--- config.mk ---
export PLATFORM = sky130hd
export DESIGN_NAME = dmem_dma
export DESIGN_NICKNAME = d
export VERILOG_FILES = /design/src/rtl/dmem_dma.sv
export SDC_FILE = /design/constraint.sdc
export NUM_CORES = 1
export LEC_CHECK = 0
export CAP_MARGIN = 30
export CORE_ASPECT_RATIO = 2
export CORE_MARGIN = 2
export CORE_UTILIZATION = 60
export DETAILED_ROUTE_END_ITERATION = 10
export DONT_BUFFER_PORTS = 1
export PLACE_DENSITY = 0.81
export SLEW_MARGIN = 40
export SYNTH_ARGS = -nofsm -noshare
export SYNTH_HDL_FRONTEND = slang
export SYNTH_SLANG_ARGS = --single-unit
export TNS_END_PERCENT = 5
--- constraint.sdc ---
create_clock -name clk -period 4.9 [get_ports clk]
set_clock_uncertainty 0.1 [all_clocks]
set_input_delay 0.735 -clock clk [delete_from_list [all_inputs] [get_ports clk]]
set_output_delay 0.735 -clock clk [all_outputs]
set_load 0.02 [all_outputs]
--- src/rtl/dmem_dma.sv ---
// Block copy / block fill engine that masters the single-port data memory.
// Outputs come from registers loaded by the state being left; m_din bypasses from m_dout on copy writes.
module dmem_dma #(
  parameter int DW = 16,
  parameter int AW = 16
) (
  input  logic          clk,
  input  logic          rst_n,
  input  logic          start,
  input  logic          mode,
  input  logic [AW-1:0] src,
  input  logic [AW-1:0] dst,
  input  logic [AW-1:0] len,
  input  logic [DW-1:0] fill_val,
  input  logic          abort,
  output logic          busy,
  output logic          done,
  output logic [AW-1:0] count,
  output logic [AW-1:0] m_addr,
  output logic [DW-1:0] m_din,
  output logic          m_we,
  input  logic [DW-1:0] m_dout
);

  typedef enum logic [2:0] {
    S_IDLE,
    S_RD,
    S_WR,
    S_FILL,
    S_FIN
  } state_t;

  localparam logic [AW-1:0] ONE = {{(AW-1){1'b0}}, 1'b1};

  state_t state_reg, state_next;

  logic [AW-1:0] src_reg, src_next;
  logic [AW-1:0] dst_reg, dst_next;
  logic [AW-1:0] len_reg, len_next;
  logic [DW-1:0] fill_reg, fill_next;
  logic [AW-1:0] idx_reg, idx_next;

  logic          busy_reg, busy_next;
  logic          done_reg, done_next;
  logic [AW-1:0] count_reg, count_next;
  logic [AW-1:0] addr_reg, addr_next;
  logic [DW-1:0] din_reg, din_next;
  logic          we_reg, we_next;
  logic          fwd_reg, fwd_next;

  logic [AW-1:0] last_idx;
  logic          last;
  logic          kill;

  // Full-width compare so len = all-ones is a legal transfer length.
  assign last_idx = len_reg - ONE;
  assign last     = (idx_reg == last_idx);
  assign kill     = (state_reg != S_IDLE) && abort;

  // State register
  always_ff @(posedge clk or negedge rst_n) begin
    if (!rst_n) begin
      state_reg <= S_IDLE;
    end else begin
      state_reg <= state_next;
    end
  end

  // Next-state logic
  always_comb begin
    state_next = state_reg;
    unique case (state_reg)
      S_IDLE: begin
        if (start) begin
          if (len == '0) begin
            state_next = S_FIN;
          end else if (mode) begin
            state_next = S_FILL;
          end else begin
            state_next = S_RD;
          end
        end
      end
      S_RD:    state_next = S_WR;
      S_WR:    state_next = last ? S_FIN : S_RD;
      S_FILL:  state_next = last ? S_FIN : S_FILL;
      S_FIN:   state_next = S_IDLE;
      default: state_next = S_IDLE;
    endcase
    if (kill) begin
      state_next = S_IDLE;
    end
  end

  // Output / datapath next values
  always_comb begin
    src_next   = src_reg;
    dst_next   = dst_reg;
    len_next   = len_reg;
    fill_next  = fill_reg;
    idx_next   = idx_reg;
    busy_next  = busy_reg;
    done_next  = 1'b0;
    count_next = count_reg;
    addr_next  = '0;
    din_next   = '0;
    we_next    = 1'b0;
    fwd_next   = 1'b0;
    unique case (state_reg)
      S_IDLE: begin
        if (start) begin
          src_next   = src;
          dst_next   = dst;
          len_next   = len;
          fill_next  = fill_val;
          idx_next   = '0;
          count_next = '0;
          busy_next  = 1'b1;
        end
      end
      S_RD: begin
        addr_next = src_reg + idx_reg;
      end
      S_WR: begin
        addr_next  = dst_reg + idx_reg;
        we_next    = 1'b1;
        fwd_next   = 1'b1;
        count_next = count_reg + ONE;
        if (!last) begin
          idx_next = idx_reg + ONE;
        end
      end
      S_FILL: begin
        addr_next  = dst_reg + idx_reg;
        din_next   = fill_reg;
        we_next    = 1'b1;
        count_next = count_reg + ONE;
        if (!last) begin
          idx_next = idx_reg + ONE;
        end
      end
      S_FIN: begin
        done_next = 1'b1;
        busy_next = 1'b0;
      end
      default: begin
        busy_next = 1'b0;
      end
    endcase
    // The write already on the bus completes; the one being queued is dropped.
    if (kill) begin
      idx_next   = idx_reg;
      busy_next  = 1'b0;
      done_next  = 1'b0;
      count_next = count_reg;
      addr_next  = '0;
      din_next   = '0;
      we_next    = 1'b0;
      fwd_next   = 1'b0;
    end
  end

  always_ff @(posedge clk or negedge rst_n) begin
    if (!rst_n) begin
      src_reg   <= '0;
      dst_reg   <= '0;
      len_reg   <= '0;
      fill_reg  <= '0;
      idx_reg   <= '0;
      busy_reg  <= 1'b0;
      done_reg  <= 1'b0;
      count_reg <= '0;
      addr_reg  <= '0;
      din_reg   <= '0;
      we_reg    <= 1'b0;
      fwd_reg   <= 1'b0;
    end else begin
      src_reg   <= src_next;
      dst_reg   <= dst_next;
      len_reg   <= len_next;
      fill_reg  <= fill_next;
      idx_reg   <= idx_next;
      busy_reg  <= busy_next;
      done_reg  <= done_next;
      count_reg <= count_next;
      addr_reg  <= addr_next;
      din_reg   <= din_next;
      we_reg    <= we_next;
      fwd_reg   <= fwd_next;
    end
  end

  // Read data only arrives in the write cycle, so copy writes take it straight from m_dout.
  assign m_din  = fwd_reg ? m_dout : din_reg;
  assign m_addr = addr_reg;
  assign m_we   = we_reg;
  assign busy   = busy_reg;
  assign done   = done_reg;
  assign count  = count_reg;

endmodule
Word level (Yosys, flattened, before mapping)

Index checks and enable logic that the tools add are counted.

Flip-flop bits (word level): 135
Output and inout bits: 51
Logic and storage cells: 64
Bits of input ports: 85

Bitwise operators: 1
Multiplexer cells: 25
Add/sub/neg operators: 5
Reductions and logical operators: 11
Equality and inequality tests: 9

Operators with widths:

| kind                                                  | number |
|---|---|
| two-way mux 16 bit                                    | 6 |
| case mux 16 bit (2 select lines)                      | 3 |
| adder 16 x 1 -> 16 bit, second input constant         | 2 |
| adder 16 bit                                          | 2 |
| == test 16 bit                                        | 1 |
| logical NOT 16 bit                                    | 1 |
| subtractor 16 x 1 -> 16 bit, second input constant    | 1 |
| two-way mux 3 bit                                     | 5 |
| case mux 3 bit (4 select lines)                       | 1 |
| two-way mux 1 bit                                     | 8 |
| == test 3 x 2 -> 1 bit, second input constant         | 2 |
| inequality test 2 bit, second input constant          | 2 |
| AND reduction 2 bit                                   | 2 |
| AND reduction 4 bit                                   | 1 |
| == test 3 x 1 -> 1 bit, second input constant         | 1 |
| == test 3 bit, second input constant                  | 1 |
| logical NOT 3 bit                                     | 1 |
| inequality test 3 bit, second input constant          | 1 |
| AND reduction 3 bit                                   | 1 |
| nonzero test 3 bit                                    | 1 |
| OR reduction 3 bit                                    | 1 |
| two-way mux 2 bit                                     | 1 |
| inequality test 2 x 1 -> 1 bit, second input constant | 1 |
| case mux 1 bit (2 select lines)                       | 1 |
| other kinds (4)                                       | 4 |

Logic depth before layout (Yosys ltp)

Depth in word-level cells: 5
Depth in mapped cells: 15
Mapped depth without buffers: 13

Least setup slack after synthesis

OpenSTA, ideal clock, no wires.

Path kind: flip-flop to flip-flop
From: register state_reg[2]
To: register addr_reg[15], in the netlist m_addr[15]
Buffers on the path: 2
Required time: 4669 ps
Stages on the path, launching flop included: 14
Setup slack: 1296 ps
Period minus slack after synthesis: 3604 ps
Arrival: 3372 ps
Library setup time: 131 ps
Path through: dfrtp_1 -> nor2b_1 -> buf_2 -> buf_1 -> mux2_2 -> ha_1 -> o21ai_0 -> o21ai_0 -> nand2_1 -> o21ai_0 -> o41ai_1 -> o21ai_0 -> and4_1 -> or3_1

Longest elaborated chain between the ends: 4
Elaborated cells between the ends (all ways): 8
Classes of those cells: eq/ne (3); mux (2); reduce/logical (3)

Ends and longest elaborated chain:

| item                             | line | source |
|---|---|---|
| start, declared                  | 35   | `state_t state_reg, state_next;` |
| start signal, assigned           | 65   | `state_reg <= state_next;` |
| == test 3 x 2 -> 1 bit           | 109  | `unique case (state_reg)` |
| OR reduction 2 bit (no line)     | -    |  |
| case mux 16 bit (2 select lines) | 109  |  |
| two-way mux 16 bit (*)           | 151  | `if (kill) begin` |
| via addr_next[15]                | 46   | `logic [AW-1:0] addr_reg, addr_next;` |
| end signal, assigned             | 186  | `addr_reg <= addr_next;` |
| end, declared                    | 46   |  |

The timed path passes the listed nets; every way through them passes the cells marked *.
A chain may end at the register's enable or synchronous reset.

Final worst setup path

Ends and elaborated chain as after synthesis.

==> qor.yml <==
status: "finished clean"
postPlaceCellArea_mm2: 0.006999
worst_slew_pin_slew_ns: 0.7593
synthMuxAreaShare_pct: 5.503
timing.hold.ws_ns: 0.1598
power.density_mw_per_mm2: 597.1
dieArea_mm2: 0.01245
final_cell_mix: "nand2_1 (212), dfrtp_1 (135), nor2_1 (45)"
crit_top_cell: "o21ai_0"
clock_latency_ns: 0.42
root_buffer: "clkbuf_16"
ys.warnings.count: 0
htreeDepth: 4
hold_class: "in -> async"
path_clk_slew_ns: 0.06
required_ns: 5.10
finish.instance_area_mm2: 0.007615
synth-seq-area-share_pct: 48.88
synth-simple-area-share_pct: 25.91
grt_usage_pct: 27.13
via_per_inst: 6.040
vdd_drop_max_v: 0.0002918
crit_type: "reg -> reg"
netlist_instances: 747
cts_resized: 0
synth_top_family_by_area: "simple AND/OR/NAND/NOR gates"
ys.flop_type: "dfrtp_1"
synth_edf_count: 0
syn_to_final_growth_pct: 10.17
cts_tree: "built"
finalNonFillerCells: 897
netlist_area_mm2: 0.006912
crit_chain: "nor2b_1 -> buf_4 -> mux2_2 -> ha_1 -> a211oi_1 -> o21ai_0 -> nand2_1 -> o21ai_0 -> o41ai_1 -> o21ai_0 -> and4_1 -> or3_1"
grt_pass1_wl_um: 26150
final_util_pct: 67.47
dp_cells: 864
drt-pass1-iter-count: 5
final_nets: 846
synth-xor-area-share_pct: 5.322
vias: 5418
cp-start-kind: "flip-flop"
numCtsBuffers: 17
gr-total-overflow: 0
drtIter0Drc: 305
synthArstFlopShare_pct: 100.0
pin_count: 136
leakage_nw: 3.595
layout_commonest_cell: "nand2_1"
rsz0062_at_grt: "false"
fin_crit_ns: 3.996
slew_viol_final: 0
die_h_um: 155.8
crit_arrival_ns: 4.19
synth_cell_types: 57
clk_path_buf_depth: 2
path_buf_inv: 1
post-dp-hpwl_um: 11440
ant_nets: 0
worstSetupEndpointType: "flip-flop"
critical-path-slowest-cell: "dfrtp_1"
timing.final.crit_share_pct: 81.55
io_buffers: 0
start_util_pct: 61.24
crit_path_max_incr_delay_ns: 0.45
critical-path-top-delay-family: "compound AO/OA/AOI/OAI gates"
row_count: 55
coreArea_mm2: 0.01129
syn_avg_cell_area_um2: 9.253
hold_viol: 0
setup_viol: 0
fmax_mhz: 250.2
synthAdderAreaFrac_pct: 3.548
synth_compound_area_share_pct: 8.219
grt_max_degree: 136
slew_headroom_pct: 49.33
cts.sinks: 135
grt_pass1_vias: 5665
p_total_mw: 4.547
wire_per_inst_um: 17.88
worst-path-max-fanout: 9
drc: 0
antenna_found_initial: 0
n_antenna_cell: 0
drt_wl_total_um: 16040
gp_congestion: 0.8685
finalSetupTns_ns: 0
syn_nets: 851
synth_seq_cells: 135
fp.dieW_um: 79.89
pre_cts_ws_ns: 0.9507
drive_gt1_share_pct: 10.20
maxCapViolations: 0
fin_ws_ns: 0.9039
timing repair:
action	in CTS	in global routing
hold endpoints to repair	135	0
buffers inserted	0	0
hold buffers	1	0
setup endpoints to repair	0	0
power by group:
group          switching, mW  leakage, nW  internal [mW]
sequential             0.367         1.77           1.45
clock                  0.496        0.279          0.764
combinational          0.869         1.55          0.597
cells by family after synthesis:
family / count (synthesis)
AO/OA/AOI/OAI: 88
AND/OR/NAND/NOR: 385
XOR/XNOR: 42
flip-flops: 135
multiplexers: 34
buffers and inverters: 44
adder cells (fa/ha/maj): 19
final cells by class:
cell class | count | area, um^2
Timing Repair Buffer | 5 | 57.56
Clock inverter | 14 | 148.9
Tap cell | 142 | 177.7
Sequential cell | 135 | 3378
Inverter | 15 | 56.30
Multi-Input combinational cell | 568 | 3357
Clock buffer | 18 | 439.2
Fill cell | 922 | 3671
worst paths after layout:
check / startpoint / to / slack (ns) / depth (start not counted)
max in group asynchronous: rst_n / m_addr[5] / 4.01 / 1
setup reg to reg: state_reg[2] / m_addr[15] / 0.90 / 12
min in group clk: abort / done / 0.29 / 1
setup / recovery: state_reg[2] / m_addr[15] / 0.90 / 12
hold reg to reg: src_reg[4] / src_reg[4] / 0.37 / 2
hold / removal: rst_n / din_reg[14] / 0.16 / 1
Yosys cell counts, types with 12 or more instances:
cell type	instances	area, um^2
a21oi_1	22	110.1
clkbuf_1	24	90.09
inv_1	14	52.55
nor3_1	13	65.06
xnor2_1	30	262.8
mux2_2	31	349.1
nand3_1	15	75.07
and2_1	23	143.9
xor2_1	12	105.1
dfrtp_1	135	3378
o21ai_0	23	115.1
ha_1	18	225.2
nand2_1	213	799.5
nor2_1	45	168.9
layer usage:
metal  global-route usage [%]  up-vias  share of wire [%]
met5                        0        -                  0
met4                    14.85        0                4.3
met3                    5.903       50                4.9
met2                    49.44      184                 55
met1                    27.88     2651                 35
li1                         -     2533                  -
No activity file was read; power rests on OpenSTA's default activity.
==> RTL edit: new RTL, config.mk and constraints unchanged <==
The 5 states of `state_t` get a one-hot encoding in 5 bits.
--- a/src/rtl/dmem_dma.sv
+++ b/src/rtl/dmem_dma.sv
@@ -23,10 +23,10 @@
 );
 
-  typedef enum logic [2:0] {
-    S_IDLE,
-    S_RD,
-    S_WR,
-    S_FILL,
-    S_FIN
+  typedef enum logic [4:0] {
+    S_IDLE = 5'b00001,
+    S_RD   = 5'b00010,
+    S_WR   = 5'b00100,
+    S_FILL = 5'b01000,
+    S_FIN  = 5'b10000
   } state_t;
 
Behaviour: same outputs for any inputs over 4 cycles, from zero or initial values and one cycle with rst_n low; so few cycles prove little.
==> RTL edit against the unedited design <==
Routed wire length is 7.0% higher; die area is 3.2% higher; utilization is 0.65 points lower; sequential share of layout area is 0.50 points lower; setup slack worse by 22 ps; largest cell class is now multi-input gates; total power is 4.9% lower; synthesized cell count is 7.2% higher; fmax is 0.55% lower; synthesized area is 3.3% higher; critical path type unchanged; non-clock buffer count stayed put; final area is 2.7% higher; sequential cell count is 2 higher.
==> RTL edit: results (changes against the unedited design) <==
- Vias in the first global route: 5843 (+3.1%)
- Hold WC Path Type: input port to asynchronous set/reset pin
- Ys flop type: dfrtp_1
- Post-synth top cells: 265 x nand2_1, 136 x dfrtp_1, 56 x nor2_1
- Status: finished, final reports clean
- Initial antenna violation count: 0 (unchanged)
- Crit Reg-Reg Startpoint: state_reg[1]
- R2r setup slk: 880 ps (-20 ps)
- Max incr delay on CP: 490 ps (+40 ps)
- Peak supply drop: 357 uV (+22%)
- Nets: 898 (+6.1%)
- HPWL after DPL: 12.0 mm (+5.1%)
- Crit path max fanout: 16 (+7)
- Lkg Pwr: 3.79 nW (+5.3%)
- Iteration-0 DRC Markers: 453 (+49%)
- Crit. Startpoint: state_reg[1]
- Worst Hold Margin: 54.4 ps (-105 ps)
- Syn Nets: 905 (+6.3%)
- Root Buffer: clkbuf_16
- Placer's final routability congestion estimate: 0.907 (+4.4%)
- First-pass GRT wire length: 27.3 mm (+4.3%)
- Slowest CP cell: a21boi_0
- Synthesis Warnings: 0 (unchanged)
- GR Util All Layers: 28.1% (+0.98 points)
- Seq/Total Area, Yosys: 48.0% (-0.84 points)
- RR Endpoint: m_addr[14]
- Clock latency on the worst-skew pair: 420 ps (about the same)
- Total CTS buffers: 17 (unchanged)
- Mapped Cells: 801 (+7.2%)
- Worst slew margin: 49.6% (+0.23 points)
- Synth unique cells: 58 (+1.8%)
- Filler cells: 916 (-0.65%)
- Setup CP Type: register to register
- Pre-CTS setup slack: 998 ps (+47.3 ps)
- Worst EP arrival: 4220 ps (+30 ps)
- Fmax: 249 MHz (-0.55%)
- Fraction of layout instances using a drive strength above 1: 8.80% (-1.4 points)
- Finished Layout Cells: 952 (+6.1%)
- Sw power: 1.68 mW (-3.0%)
- Leading post-synthesis cells by cell area: dfrtp_1 48%, nand2_1 14%, ha_1 3.2%
- DR vias/cell: 6.04 (about the same)
- Placed cells: 919 (+6.4%)
- Largest net degree at the start of global routing: 137 (+0.74%)
- Initial DRT Pass Iterations: 5 (unchanged)
- Per-cell routed wire length: 18.0 um (+0.81%)
- Worst-case reg-to-reg path depth: 16 (+4)
==> RTL edit: metrics by stage <==
stage	utilization [%]	instance area, um^2
final	66.8	7820
after global routing	66.8	7820
after CTS	66.8	7810
after detailed placement	61.7	7220
after global placement	61.7	7220
after floorplan	-	7140
==> RTL edit: power by group through the flow <==
stage,clock (mW),sequential (mW),combinational [mW]
global placement,0,1.72,1.27
CTS,1.23,1.72,1.38
global route,1.29,1.77,1.57
detailed placement,0,1.74,1.34
floorplan,0,1.63,1.13
finish,1.21,1.73,1.38
==> RTL edit: worst min-delay path by stage <==
| stage | endpoint | startpoint | depth (start not counted) |
|---|---|---|---|
| floorplan | busy | rst_n | 0 |
| CTS | state_reg[0] | rst_n | 0 |
| global placement | count[6] | rst_n | 0 |
| global route | state_reg[0] | rst_n | 0 |
| detailed placement | count[6] | rst_n | 0 |
| finish | state_reg[0] | rst_n | 0 |
==> RTL edit: cell families (layout without fill, tap and decap cells) <==
family | Yosys count | after routing | synth area share (%)
adders and majority gates | 19 | 19 | 3.44
and+or+nand+nor | 446 | 446 | 28.7
AOI/OAI and AO/OA | 83 | 83 | 7.97
DFF | 137 | 137 | 48.0
muxes | 25 | 25 | 3.82
buffers and inverters | 48 | 54 | 2.79
xor gates and xnor gates | 43 | 43 | 5.28
==> RTL edit: cell type report <==
type | count | share of cell area [%]
multi-input combinational | 616 | 45.0
tap | 145 | 2.32
clock inverter | 13 | 1.52
timing repair buffer | 5 | 0.784
sequential | 137 | 43.9
clock buffer | 19 | 5.66
inverter | 17 | 0.816
==> RTL edit: layer usage <==
layer / track usage (%) / wire length (um) / share of wire [%] / up-vias
li1: - / - / - / 2673
met1: 28.4 / 5800 / 34 / 2781
met5: 0 / 0 / 0 / -
met2: 48.1 / 9150 / 53 / 217
met3: 7.54 / 1060 / 6.2 / 76
met4: 21.0 / 1150 / 6.7 / 0
